`config.mk`:
```
export PLATFORM = sky130hd
export DESIGN_NAME = rr_stream_mux_flat
export DESIGN_NICKNAME = d
export VERILOG_FILES = /design/src/rtl/rr_mux_pkg.sv /design/src/rtl/rr_stream_mux_if.sv /design/src/rtl/rr_arbiter.sv /design/src/rtl/rr_stream_mux.sv /design/src/flat_wrapper.sv
export SDC_FILE = /design/constraint.sdc
export NUM_CORES = 1
export LEC_CHECK = 0
export CORE_MARGIN = 2
export CORE_UTILIZATION = 35
export DETAILED_ROUTE_END_ITERATION = 7
export PLACE_DENSITY_LB_ADDON = 0.2
export SETUP_SLACK_MARGIN = 0.3
export SLEW_MARGIN = 20
export SYNTH_ARGS = -nofsm -noshare
export SYNTH_HDL_FRONTEND = slang
export SYNTH_HIERARCHICAL = 1
export SYNTH_SLANG_ARGS = --single-unit
```
`constraint.sdc`:
```
create_clock -name clk -period 2.75 [get_ports clk]
set_input_delay 0.4125 -clock clk [delete_from_list [all_inputs] [get_ports clk]]
set_output_delay 0.4125 -clock clk [all_outputs]
set_load 0.02 [all_outputs]
```
`src/rtl/rr_mux_pkg.sv`:
```
// -----------------------------------------------------------------------------
// rr_mux_pkg
// Shared helpers for round-robin stream multiplexers and arbiters.
//   chan_w   : width of a channel index for n channels (never below 1).
//   rr_first : first set request bit at or after a pointer, wrapping modulo n.
//              Returns {found, index[3:0]}; supports up to MAX_CH requesters.
// -----------------------------------------------------------------------------
package rr_mux_pkg;

    localparam int MAX_CH = 16;

    function automatic int chan_w(input int n);
        return (n <= 2) ? 1 : $clog2(n);
    endfunction

    // The search runs from the far end back towards ptr so that the last
    // hit written, i.e. the one nearest ptr, wins. ptr and k are both below n,
    // so a single conditional subtract implements the wrap.
    function automatic logic [4:0] rr_first(input logic [MAX_CH-1:0] req,
                                            input int n,
                                            input int ptr);
        logic [4:0] result;
        int         idx;
        result = '0;
        for (int k = MAX_CH - 1; k >= 0; k--) begin
            if (k < n) begin
                idx = ptr + k;
                if (idx >= n) begin
                    idx = idx - n;
                end
                if (req[idx]) begin
                    result = {1'b1, 4'(idx)};
                end
            end
        end
        return result;
    endfunction

endpackage

```
`src/rtl/rr_stream_mux_if.sv`:
```
// -----------------------------------------------------------------------------
// rr_stream_mux_if
// Handshake bundle of the round-robin stream mux.
//   in_data/in_valid/in_ready     : NUM_CH producer channels (packed words,
//                                   channel i at [i*DATA_W +: DATA_W]).
//   out_data/out_chan/out_valid/out_ready : single consumer stream.
// Modports:
//   master : producer/consumer side that drives inputs and out_ready.
//   slave  : the multiplexer itself.
// -----------------------------------------------------------------------------
interface rr_stream_mux_if #(
    parameter int NUM_CH = 4,
    parameter int DATA_W = 8
);
    localparam int CHAN_W = rr_mux_pkg::chan_w(NUM_CH);

    logic [NUM_CH*DATA_W-1:0] in_data;
    logic [NUM_CH-1:0]        in_valid;
    logic [NUM_CH-1:0]        in_ready;
    logic [DATA_W-1:0]        out_data;
    logic [CHAN_W-1:0]        out_chan;
    logic                     out_valid;
    logic                     out_ready;

    modport master (
        output in_data, in_valid, out_ready,
        input  in_ready, out_data, out_chan, out_valid
    );

    modport slave (
        input  in_data, in_valid, out_ready,
        output in_ready, out_data, out_chan, out_valid
    );
endinterface

```
`src/rtl/rr_arbiter.sv`:
```
// -----------------------------------------------------------------------------
// rr_arbiter
// Purely combinational round-robin arbiter: grants the first requesting
// channel at or after ptr, wrapping modulo NUM_CH.
// Ports:
//   req       in  NUM_CH  request per channel
//   ptr       in  CHAN_W  search start position
//   grant     out NUM_CH  one-hot grant (all zero when nobody requests)
//   grant_idx out CHAN_W  encoded grant index (0 when no grant)
//   grant_vld out 1       some channel is granted
// -----------------------------------------------------------------------------
module rr_arbiter
    import rr_mux_pkg::*;
#(
    parameter int NUM_CH = 4,
    parameter int CHAN_W = chan_w(NUM_CH)
) (
    input  logic [NUM_CH-1:0] req,
    input  logic [CHAN_W-1:0] ptr,
    output logic [NUM_CH-1:0] grant,
    output logic [CHAN_W-1:0] grant_idx,
    output logic              grant_vld
);
    logic [MAX_CH-1:0] req_pad;
    logic [4:0]        first;

    assign req_pad   = MAX_CH'(req);
    assign first     = rr_first(req_pad, NUM_CH, int'(ptr));
    assign grant_vld = first[4];
    assign grant_idx = first[CHAN_W-1:0];

    genvar gi;
    generate
        for (gi = 0; gi < NUM_CH; gi++) begin : g_grant
            assign grant[gi] = grant_vld && (first[3:0] == 4'(gi));
        end
    endgenerate
endmodule

```
`src/rtl/rr_stream_mux.sv`:
```
// -----------------------------------------------------------------------------
// rr_stream_mux
// NUM_CH-to-1 valid/ready stream multiplexer with round-robin arbitration and
// a single registered output stage (full throughput, 1-cycle latency).
// Ports:
//   clk  : rising-edge clock
//   rst  : synchronous active-high reset (clears output register and pointer,
//          forces in_ready low)
//   bus  : rr_stream_mux_if.slave (inputs, in_ready, registered outputs)
// Optional build macro RR_MUX_FORCE_SEL_EN adds:
//   force_en  : bypass arbitration, only force_sel may be granted
//   force_sel : forced channel (values >= NUM_CH grant nothing)
//   Forced transfers leave the round-robin pointer untouched.
// -----------------------------------------------------------------------------
module rr_stream_mux
    import rr_mux_pkg::*;
#(
    parameter int  NUM_CH = 4,
    parameter int  DATA_W = 8,
    localparam int CHAN_W = chan_w(NUM_CH)
) (
    input  logic              clk,
    input  logic              rst,
`ifdef RR_MUX_FORCE_SEL_EN
    input  logic              force_en,
    input  logic [CHAN_W-1:0] force_sel,
`endif
    rr_stream_mux_if.slave    bus
);
    logic [NUM_CH-1:0] req;
    logic [NUM_CH-1:0] grant;
    logic [CHAN_W-1:0] grant_idx;
    logic              grant_vld;
    logic              load;
    logic              accept;
    logic              ptr_advance;

    logic [CHAN_W-1:0] ptr_reg;
    logic [CHAN_W-1:0] ptr_next;
    logic [DATA_W-1:0] out_data_reg;
    logic [CHAN_W-1:0] out_chan_reg;
    logic              out_valid_reg;

    logic [DATA_W-1:0] word [NUM_CH];

    genvar gi;
    generate
        for (gi = 0; gi < NUM_CH; gi++) begin : g_word
            assign word[gi] = bus.in_data[gi*DATA_W +: DATA_W];
        end
    endgenerate

`ifdef RR_MUX_FORCE_SEL_EN
    // Forcing masks every request except force_sel; an out-of-range select
    // matches no bit and therefore yields no grant.
    logic [NUM_CH-1:0] force_mask;
    generate
        for (gi = 0; gi < NUM_CH; gi++) begin : g_force
            assign force_mask[gi] = (32'(force_sel) == gi);
        end
    endgenerate
    assign req         = force_en ? (bus.in_valid & force_mask) : bus.in_valid;
    assign ptr_advance = ~force_en;
`else
    assign req         = bus.in_valid;
    assign ptr_advance = 1'b1;
`endif

    rr_arbiter #(
        .NUM_CH (NUM_CH),
        .CHAN_W (CHAN_W)
    ) u_arb (
        .req       (req),
        .ptr       (ptr_reg),
        .grant     (grant),
        .grant_idx (grant_idx),
        .grant_vld (grant_vld)
    );

    // The register can take a word when empty or when it drains this cycle.
    assign load         = ~out_valid_reg | bus.out_ready;
    assign accept       = grant_vld & load & ~rst;
    assign bus.in_ready = grant & {NUM_CH{load & ~rst}};

    assign ptr_next = (grant_idx == CHAN_W'(NUM_CH - 1)) ? '0 : grant_idx + 1'b1;

    always_ff @(posedge clk) begin
        if (rst) begin
            out_valid_reg <= 1'b0;
            out_data_reg  <= '0;
            out_chan_reg  <= '0;
            ptr_reg       <= '0;
        end else if (accept) begin
            out_valid_reg <= 1'b1;
            out_data_reg  <= word[grant_idx];
            out_chan_reg  <= grant_idx;
            if (ptr_advance) begin
                ptr_reg <= ptr_next;
            end
        end else if (bus.out_ready) begin
            out_valid_reg <= 1'b0;
        end
    end

    assign bus.out_data  = out_data_reg;
    assign bus.out_chan  = out_chan_reg;
    assign bus.out_valid = out_valid_reg;
endmodule

```
`src/flat_wrapper.sv`:
```
// flat-port wrapper written by rule: the top's interface ports become plain ports
module rr_stream_mux_flat import rr_mux_pkg::*;
#(
    parameter int  NUM_CH = 4,
    parameter int  DATA_W = 8,
    localparam int CHAN_W = chan_w(NUM_CH)
)
  (clk, rst, bus_in_data, bus_in_valid, bus_out_ready, bus_in_ready, bus_out_data, bus_out_chan, bus_out_valid);
  rr_stream_mux_if #(.NUM_CH(NUM_CH), .DATA_W(DATA_W)) bus_i ();
  input  logic clk;
  input  logic rst;
  input wire logic [$bits(bus_i.in_data)-1:0] bus_in_data;
  input wire logic [$bits(bus_i.in_valid)-1:0] bus_in_valid;
  input wire logic [$bits(bus_i.out_ready)-1:0] bus_out_ready;
  output wire logic [$bits(bus_i.in_ready)-1:0] bus_in_ready;
  output wire logic [$bits(bus_i.out_data)-1:0] bus_out_data;
  output wire logic [$bits(bus_i.out_chan)-1:0] bus_out_chan;
  output wire logic [$bits(bus_i.out_valid)-1:0] bus_out_valid;
  assign bus_i.in_data = bus_in_data;
  assign bus_i.in_valid = bus_in_valid;
  assign bus_i.out_ready = bus_out_ready;
  assign bus_in_ready = bus_i.in_ready;
  assign bus_out_data = bus_i.out_data;
  assign bus_out_chan = bus_i.out_chan;
  assign bus_out_valid = bus_i.out_valid;
  rr_stream_mux #(.NUM_CH(NUM_CH), .DATA_W(DATA_W)) u_core (.clk(clk), .rst(rst), .bus(bus_i));
endmodule
```
==> impl_results.md, run 1 <==
* Final WL at around 3500 um
* Post-Syn Area per Cell at roughly 9.5 um2
* Inserted Clock Buffers at 3
* Y dimension of the die at about 61 um
* Worst Tran Pin Value at 0.848 ns
* Vias in the first global route at 1257
* LEAKAGE at 0.796 nW
* Utilization of the core after routing at 0.657
* Clock latency reported for the late side of the worst-skew pair at about 0.27 ns
* Max reg flops at 8
* Number of placement rows at 20
* I/O pins at between 50 and 60
* Number of different library cells in the post-synthesis netlist at 37
* Placed insts at roughly 220
* Number of max-cap violations at 0
* Power per Cell Area at roughly 1100 nW/um2
* Buffers added on ports at 53
* Most common library cells after synthesis: sky130_fd_sc_hd__dfxtp_1 (13), sky130_fd_sc_hd__o211ai_1 (11), sky130_fd_sc_hd__inv_1 (9), sky130_fd_sc_hd__nand2_1 (9), sky130_fd_sc_hd__nand4_1 (9)
* Share of synthesized flip-flops with an asynchronous set or reset at 0
* Proportion of layout cells with a drive suffix above 1 at 0.351
* Count of fill cells added during filler insertion at between 200 and 300
* Result of the run: complete, no violations
* Largest area contributor in the netlist: sky130_fd_sc_hd__dfxtp_1
* Number of setup violations in the final report at 0
* Type of element launching the critical path: register
* DRC violation count after routing at 0
* Final #Nets at between 200 and 250
* First-pass iteration count of the detailed router at 4
* Area of the multi-input gates at between 900 and 1000 um2
* Clock tree buffer depth at 2
* Warning count from the yosys run at 6
* Detailed-route vias per instance at between 5 and 6
* DRT iter0 DRCs at 26
* Area added between synthesis and finish at 78.0%
* Portion of the post-synthesis area used by sequential elements at 0.231
* Seq cells post-synth at 13
* Detailed placer's ending HPWL at 2590 um
* Critical Path AT at 2.17 ns
* Cells after Synth at 119
* Netlist area before placement at 1130 um2
* Final count of hold timing violations at 0
* Most common cell in the synthesized netlist: sky130_fd_sc_hd__dfxtp_1
* Wire length of the first global-routing pass at ~5500 um
* Clock tree from TritonCTS: built
* Unrepaired setup endpoints after global routing: yes
* Type of the tightest min-delay check: reg -> reg
* Cell types occupying the most area after synthesis: sky130_fd_sc_hd__dfxtp_1 (23%), sky130_fd_sc_hd__mux4_2 (16%), sky130_fd_sc_hd__o211ai_1 (7.3%)
* Critical path endpoint category: primary output
* Total power consumption of the routed design at ~2.2 mW
* Worst IR drop on VDD at between 500 and 600 uV
* Number of max-slew violations in the final report at 0
* Tcrit/Tclk final at 0.940
* Clock period minus final worst setup slack at roughly 2.6 ns
* Clock root cell: sky130_fd_sc_hd__clkbuf_4
* EDFF count, synth at 0
* Initial antenna violation count at 0
* Final worst hold slack at 0.495 ns
* Vias post-DR at about 1300
* Htree depth at 1
* Total Die Area at 3690 um2
* CTS sink cnt at 13
* WL/cell at 15.2 um
* Non-filler instance count after layout at 229
* Last weighted congestion value of the routability-driven placer at 0.794
* Maximum number of pins on one net before global-route repair at 22
* Clock tree skew after final layout at 0.00162 ns
* Post-synth top area share at 0.231
* Core Area at a little over 3000 um2
* Die width at 60.7 um
* Initial Util at 0.369
* Antenna diode instance count at 0
* Clock Pin Slew Worst Setup and Hold Paths at 0.08 ns
* Final sum of negative setup slack at 0 ns
* Remaining max-slew budget at the tightest pin at 0.434
* Category of the most critical setup path: reg -> out
* Post-synthesis net count at around 160
* Global route total overflow at 0
* Peak Freq at around 0.39 GHz
* Most frequently used flop master after synthesis: sky130_fd_sc_hd__dfxtp_1
* Data required, critical path at about 2.3 ns
* Largest fanout on the critical path at 5
* Seq. cell area at around 270 um2
* Global-route usage over all layers at 0.198
* Post-detailed-route count of antenna-violating nets at 0
-- layout by cell type, fill, tap and decap left out, types with 2 or more instances in the layout --
cell / instances
sky130_fd_sc_hd__dlygate4sd2_1: 4
sky130_fd_sc_hd__mux4_2: 8
sky130_fd_sc_hd__inv_2: 2
sky130_fd_sc_hd__buf_6: 4
sky130_fd_sc_hd__clkdlybuf4s50_1: 45
sky130_fd_sc_hd__o21ai_0: 3
sky130_fd_sc_hd__nor2_1: 6
sky130_fd_sc_hd__ha_1: 3
sky130_fd_sc_hd__dfxtp_1: 11
sky130_fd_sc_hd__inv_1: 6
sky130_fd_sc_hd__nand3_1: 2
sky130_fd_sc_hd__buf_4: 16
sky130_fd_sc_hd__nand4_1: 9
sky130_fd_sc_hd__nor3_2: 2
sky130_fd_sc_hd__and3_1: 3
sky130_fd_sc_hd__mux2i_2: 2
sky130_fd_sc_hd__nand2_1: 9
sky130_fd_sc_hd__mux2i_4: 2
sky130_fd_sc_hd__a21oi_1: 3
sky130_fd_sc_hd__a22oi_2: 2
sky130_fd_sc_hd__mux2_4: 3
sky130_fd_sc_hd__o211ai_1: 11
sky130_fd_sc_hd__clkbuf_4: 3
sky130_fd_sc_hd__ha_2: 2
-- report_power, final --
group / leakage [nW] / total (mW) / switching, mW / internal (mW)
clock: 0.0150 / 0.120 / 0.0643 / 0.0562
combinational: 0.672 / 1.73 / 0.800 / 0.935
sequential: 0.109 / 0.340 / 0.0596 / 0.280
-- critical path, cell delays in order (launching register included) --
cell                        delay, ns
sky130_fd_sc_hd__dfxtp_4         0.39
sky130_fd_sc_hd__buf_6           0.12
sky130_fd_sc_hd__mux2_4          0.33
sky130_fd_sc_hd__o2bb2ai_2       0.13
sky130_fd_sc_hd__a31o_4          0.27
sky130_fd_sc_hd__a221oi_4        0.29
sky130_fd_sc_hd__nor2_1          0.06
sky130_fd_sc_hd__and3_1          0.18
sky130_fd_sc_hd__buf_6           0.13
-- routing by layer --
metal  wire length [um]  GRT usage  up-vias
li1                   -          -      589
met1               1350      0.240      611
met2               1840      0.358       60
met3                287     0.0533        0
met4                  0     0.0280        0
met5                  0          0        -
-- final timing paths --
| path | depth (start not counted) | from | endpoint | slack [ns] |
|---|---|---|---|---|
| setup reg to reg | 11 | u_core/ptr_reg[0]$_SDFFE_PP0P_ | u_core/bus.out_data[7]$_SDFFE_PP0P_ | 0.19 |
| setup / recovery | 8 | u_core/ptr_reg[0]$_SDFFE_PP0P_ | bus_in_ready[0] | 0.16 |
| hold reg to reg | 2 | u_core/bus.out_data[2]$_SDFFE_PP0P_ | u_core/bus.out_data[2]$_SDFFE_PP0P_ | 0.50 |
| hold / removal | 2 | u_core/bus.out_data[2]$_SDFFE_PP0P_ | u_core/bus.out_data[2]$_SDFFE_PP0P_ | 0.50 |
-- stage by stage --
| stage | setup slack [ns] | area [um2] |
|---|---|---|
| after floorplan | 0.318 | 1140 |
| after global placement | -0.236 | 1780 |
| after detailed placement | -0.301 | 1780 |
| after CTS | 0.185 | 1930 |
| after global routing | 0.0738 | 2000 |
| final | 0.165 | 2000 |
-- area by class of cell --
| cell class | count | share of cell area |
|---|---|---|
| multi-input cells | 88 | 0.464 |
| repair buffers | 71 | 0.345 |
| well taps | 44 | 0.0275 |
| flip-flops and latches | 13 | 0.132 |
| inverters | 9 | 0.0181 |
| clock buffers | 4 | 0.0131 |
-- cell families after synthesis --
logic type	after synthesis	share of synthesized area
and+or+nand+nor	38	0.191
buffers and inverters	18	0.0811
adders and majority gates	6	0.0667
AOI/OAI and AO/OA	29	0.198
DFF	13	0.231
muxes	15	0.232
-- repair_timing --
item                                    CTS  global route
endpoints found under the setup margin   14            14
gates cloned                              0             1
hold buffers                              0             0
setup buffers                             2             0
pin swaps                                 7             6
resized for setup                        48            12
No activity file was read; power rests on OpenSTA's default activity.
==> run 2, diff against run 1 <==
- SKIP_LAST_GASP: not set -> 1
==> results of run 2 <==
Final layout, timing and power as in run 1 (identical DEF).
==> run 3, diff against run 2 <==
- CORE_UTILIZATION: 35 -> 40
- RECOVER_POWER: not set -> 25
- SETUP_SLACK_MARGIN: 0.3 -> not set
==> run 3 against run 2 <==
Clock power about the same. Wire length decreased by 7.4%. Critical endpoint is now bus_in_ready[2]. Final cell count decreased by 6.6%. Power decreased by 6.9%. Sequential share of layout area increased by 0.37 points. Largest power group unchanged. Clock skew increased by 0.0042 ns. Sequential power decreased by 4%. Count of clock-buffer cells in the layout unchanged.
==> impl_results.md, run 3 (synthesis results as in run 1) <==
* Clock tree buffer depth at 2 (unchanged)
* Buffers added on ports at 53 (unchanged)
* Vias in the first global route at 1277 (+1.6%)
* Critical path endpoint category: primary output
* Area added between synthesis and finish at 72.3%
* Pre-CTS setup slack at -0.267 ns (+0.0338 ns)
* I/O pins at 54 (unchanged)
* Global-route usage over all layers at 0.204 (+0.00655)
* WL/cell at 15.0 um (-0.87%)
* DRC violation count after routing at 0 (unchanged)
* Worst Tran Pin Value at 0.885 ns (+0.0374 ns)
* Critical Path Slowest Stage Cell: sky130_fd_sc_hd__dfxtp_4
* Detailed placer's ending HPWL at 2400 um (-7.2%)
* Total Die Area at 3260 um2 (-12%)
* Number of setup violations in the final report at 0 (unchanged)
* Final count of hold timing violations at 0 (unchanged)
* Die width at 57.1 um (-6.0%)
* CTS sink cnt at 13 (unchanged)
* Number of max-slew violations in the final report at 0 (unchanged)
* Largest fanout on the critical path at 10 (+5)
* Initial antenna violation count at 0 (unchanged)
* Number of placement rows at 19 (-5.0%)
* Clock tree skew after final layout at 0.00577 ns (+0.00416 ns)
* Core Area at 2710 um2 (-11%)
* Detailed-route vias per instance at 5.62 (+2.1%)
* Kind of cell adding the most delay to the critical path: compound AO/OA/AOI/OAI gates
* LEAKAGE at 0.821 nW (+3.1%)
* Count of fill cells added during filler insertion at 199 (-22%)
* Path length in cells of the critical path at 8 (unchanged)
* Post-detailed-route count of antenna-violating nets at 0 (unchanged)
* Peak Freq at 0.373 GHz (-3.4%)
* Global route total overflow at 0 (unchanged)
* First-pass iteration count of the detailed router at 4 (unchanged)
* Cells traversed along the worst timing path: buf_12 > mux2_4 > o2bb2ai_2 > a31o_4 > a221oi_4 > nor2_1 > and3_1 > clkdlybuf4s15_2
* Proportion of layout cells with a drive suffix above 1 at 0.317 (-0.0344)
* Utilization of the core after routing at 0.716 (+0.0595)
* Setup slack of the critical path after layout at 0.0724 ns (-0.0923 ns)
* Last weighted congestion value of the routability-driven placer at 0.804 (+1.2%)
* Tcrit/Tclk final at 0.974 (+0.0336)
* Total power consumption of the routed design at 2.04 mW (-6.9%)
* Vias post-DR at 1202 (-4.6%)
* DRT iter0 DRCs at 62 (+140%)
* Commonest cells after routing, fill and taps aside: sky130_fd_sc_hd__clkdlybuf4s50_1 (39), sky130_fd_sc_hd__buf_4 (14), sky130_fd_sc_hd__dfxtp_1 (12)
* Non-filler instance count after layout at 214 (-6.6%)
* Bufs and invs on worst path at 2 (unchanged)
* Power per Cell Area at 1050 nW/um2 (-3.9%)
* Remaining max-slew budget at the tightest pin at 0.409 (-0.0250)
* Data required, critical path at 2.34 ns (about the same)
* Type of the tightest min-delay check: reg -> reg
* Critical Path AT at 2.27 ns (+0.10 ns)
* Clock tree from TritonCTS: built
* Htree depth at 1 (unchanged)
* Unrepaired setup endpoints after global routing: yes
* Clock Pin Slew Worst Setup and Hold Paths at 0.08 ns (about the same)
* Initial Util at 0.416 (+0.0467)
* Final #Nets at 229 (-0.87%)
* Category of the most critical setup path: reg -> out
* Antenna diode instance count at 0 (unchanged)
* Type of element launching the critical path: register
* Clock latency reported for the late side of the worst-skew pair at 0.27 ns (about the same)
* Worst IR drop on VDD at 684 uV (+34%)
* Y dimension of the die at 57.1 um (-6.0%)
* Clock root cell: sky130_fd_sc_hd__clkbuf_4
* Wire length of the first global-routing pass at 5330 um (-3.4%)
* Number of max-cap violations at 0 (unchanged)
* Max reg flops at 8 (unchanged)
* Clock period minus final worst setup slack at 2.68 ns (+0.0923 ns)
* Result of the run: complete, no violations
* Depth of the worst register-to-register path at 14 (+3)
* Hold buffer count at CTS at 0 (unchanged)
* Maximum number of pins on one net before global-route repair at 22 (unchanged)
* Most common library cell in the layout ignoring fill and taps: sky130_fd_sc_hd__clkdlybuf4s50_1
* Inserted Clock Buffers at 3 (unchanged)
* Placed insts at 206 (-7.2%)
* Final worst hold slack at 0.495 ns (-0.000467 ns)
* Crit-path max cell delay at 0.37 ns (-0.02 ns)
* Final WL at 3220 um (-7.4%)
* Cell depth of the worst hold path at 2 (unchanged)
## run 3: cell types whose count changed in the layout (fill, tap and decap cells not counted), sizes merged
cell | previous run | this run
buf | 21 | 16
dlymetal6s2s | 0 | 4
clkdlybuf4s50 | 45 | 39
clkbuf | 5 | 6
clkdlybuf4s15 | 0 | 2
dlygate4sd2 | 4 | 0
dlygate4sd3 | 0 | 6
## run 3: worst register-to-register path: stages, from the launching register on
cell and delay [ns]:
sky130_fd_sc_hd__dfxtp_1 0.33, sky130_fd_sc_hd__inv_1 0.08, sky130_fd_sc_hd__buf_4 0.17, sky130_fd_sc_hd__ha_4 0.17, sky130_fd_sc_hd__a21oi_2 0.16, sky130_fd_sc_hd__a22oi_1 0.13
sky130_fd_sc_hd__a31oi_1 0.26, sky130_fd_sc_hd__mux2i_2 0.13, sky130_fd_sc_hd__buf_4 0.15, sky130_fd_sc_hd__buf_4 0.12, sky130_fd_sc_hd__inv_2 0.07, sky130_fd_sc_hd__buf_12 0.13
sky130_fd_sc_hd__mux4_2 0.52, sky130_fd_sc_hd__nand4_1 0.12, sky130_fd_sc_hd__nand2_1 0.05
## run 3: layout make-up
| class | count | area [um2] | area share |
|---|---|---|---|
| multi-input combinational | 88 | 900 | 0.464 |
| timing repair buffer | 69 | 678 | 0.349 |
| sequential | 13 | 264 | 0.136 |
| tap | 31 | 38.8 | 0.0200 |
| inverter | 9 | 33.8 | 0.0174 |
| clock buffer | 4 | 26.3 | 0.0135 |
## run 3: timing repair
action / CTS / global route
buffers inserted: 2 / 2
pin swaps: 3 / 5
gates resized for setup: 15 / 27
gates cloned: 0 / 0
endpoints found under the setup margin: 6 / 13
## run 3: where the power goes
part / switching [mW] / internal (mW)
Clock: 0.0605 / 0.0561
Combinational: 0.741 / 0.857
Sequential: 0.0492 / 0.279
## run 3: final timing paths
kind	start	endpoint	slack, ns
worst min register to register	u_core/bus.out_data[0]$_SDFFE_PP0P_	u_core/bus.out_data[0]$_SDFFE_PP0P_	0.49
worst min-delay path	u_core/bus.out_data[0]$_SDFFE_PP0P_	u_core/bus.out_data[0]$_SDFFE_PP0P_	0.49
worst max-delay path	u_core/ptr_reg[0]$_SDFFE_PP0P_	bus_in_ready[2]	0.07
worst max register to register	u_core/ptr_reg[1]$_SDFFE_PP0P_	u_core/bus.out_data[2]$_SDFFE_PP0P_	0.08
## run 3: through the flow
stage               instance area, um2  TNS [ns]
floorplan                         1130         0
global placement                  1750     -1.49
detailed placement                1750     -1.85
CTS                               1830   -0.0210
global route                      1940   -0.0572
finish                            1940         0
## run 3: layer usage
metal / track usage / vias to the layer above / part of all wire / wire length [um]
li1: - / 587 / - / -
met4: 0.0498 / 0 / 0.0031 / 10
met1: 0.223 / 570 / 0.37 / 1210
met2: 0.401 / 43 / 0.56 / 1820
met5: 0 / - / 0 / 0
met3: 0.0385 / 2 / 0.057 / 185
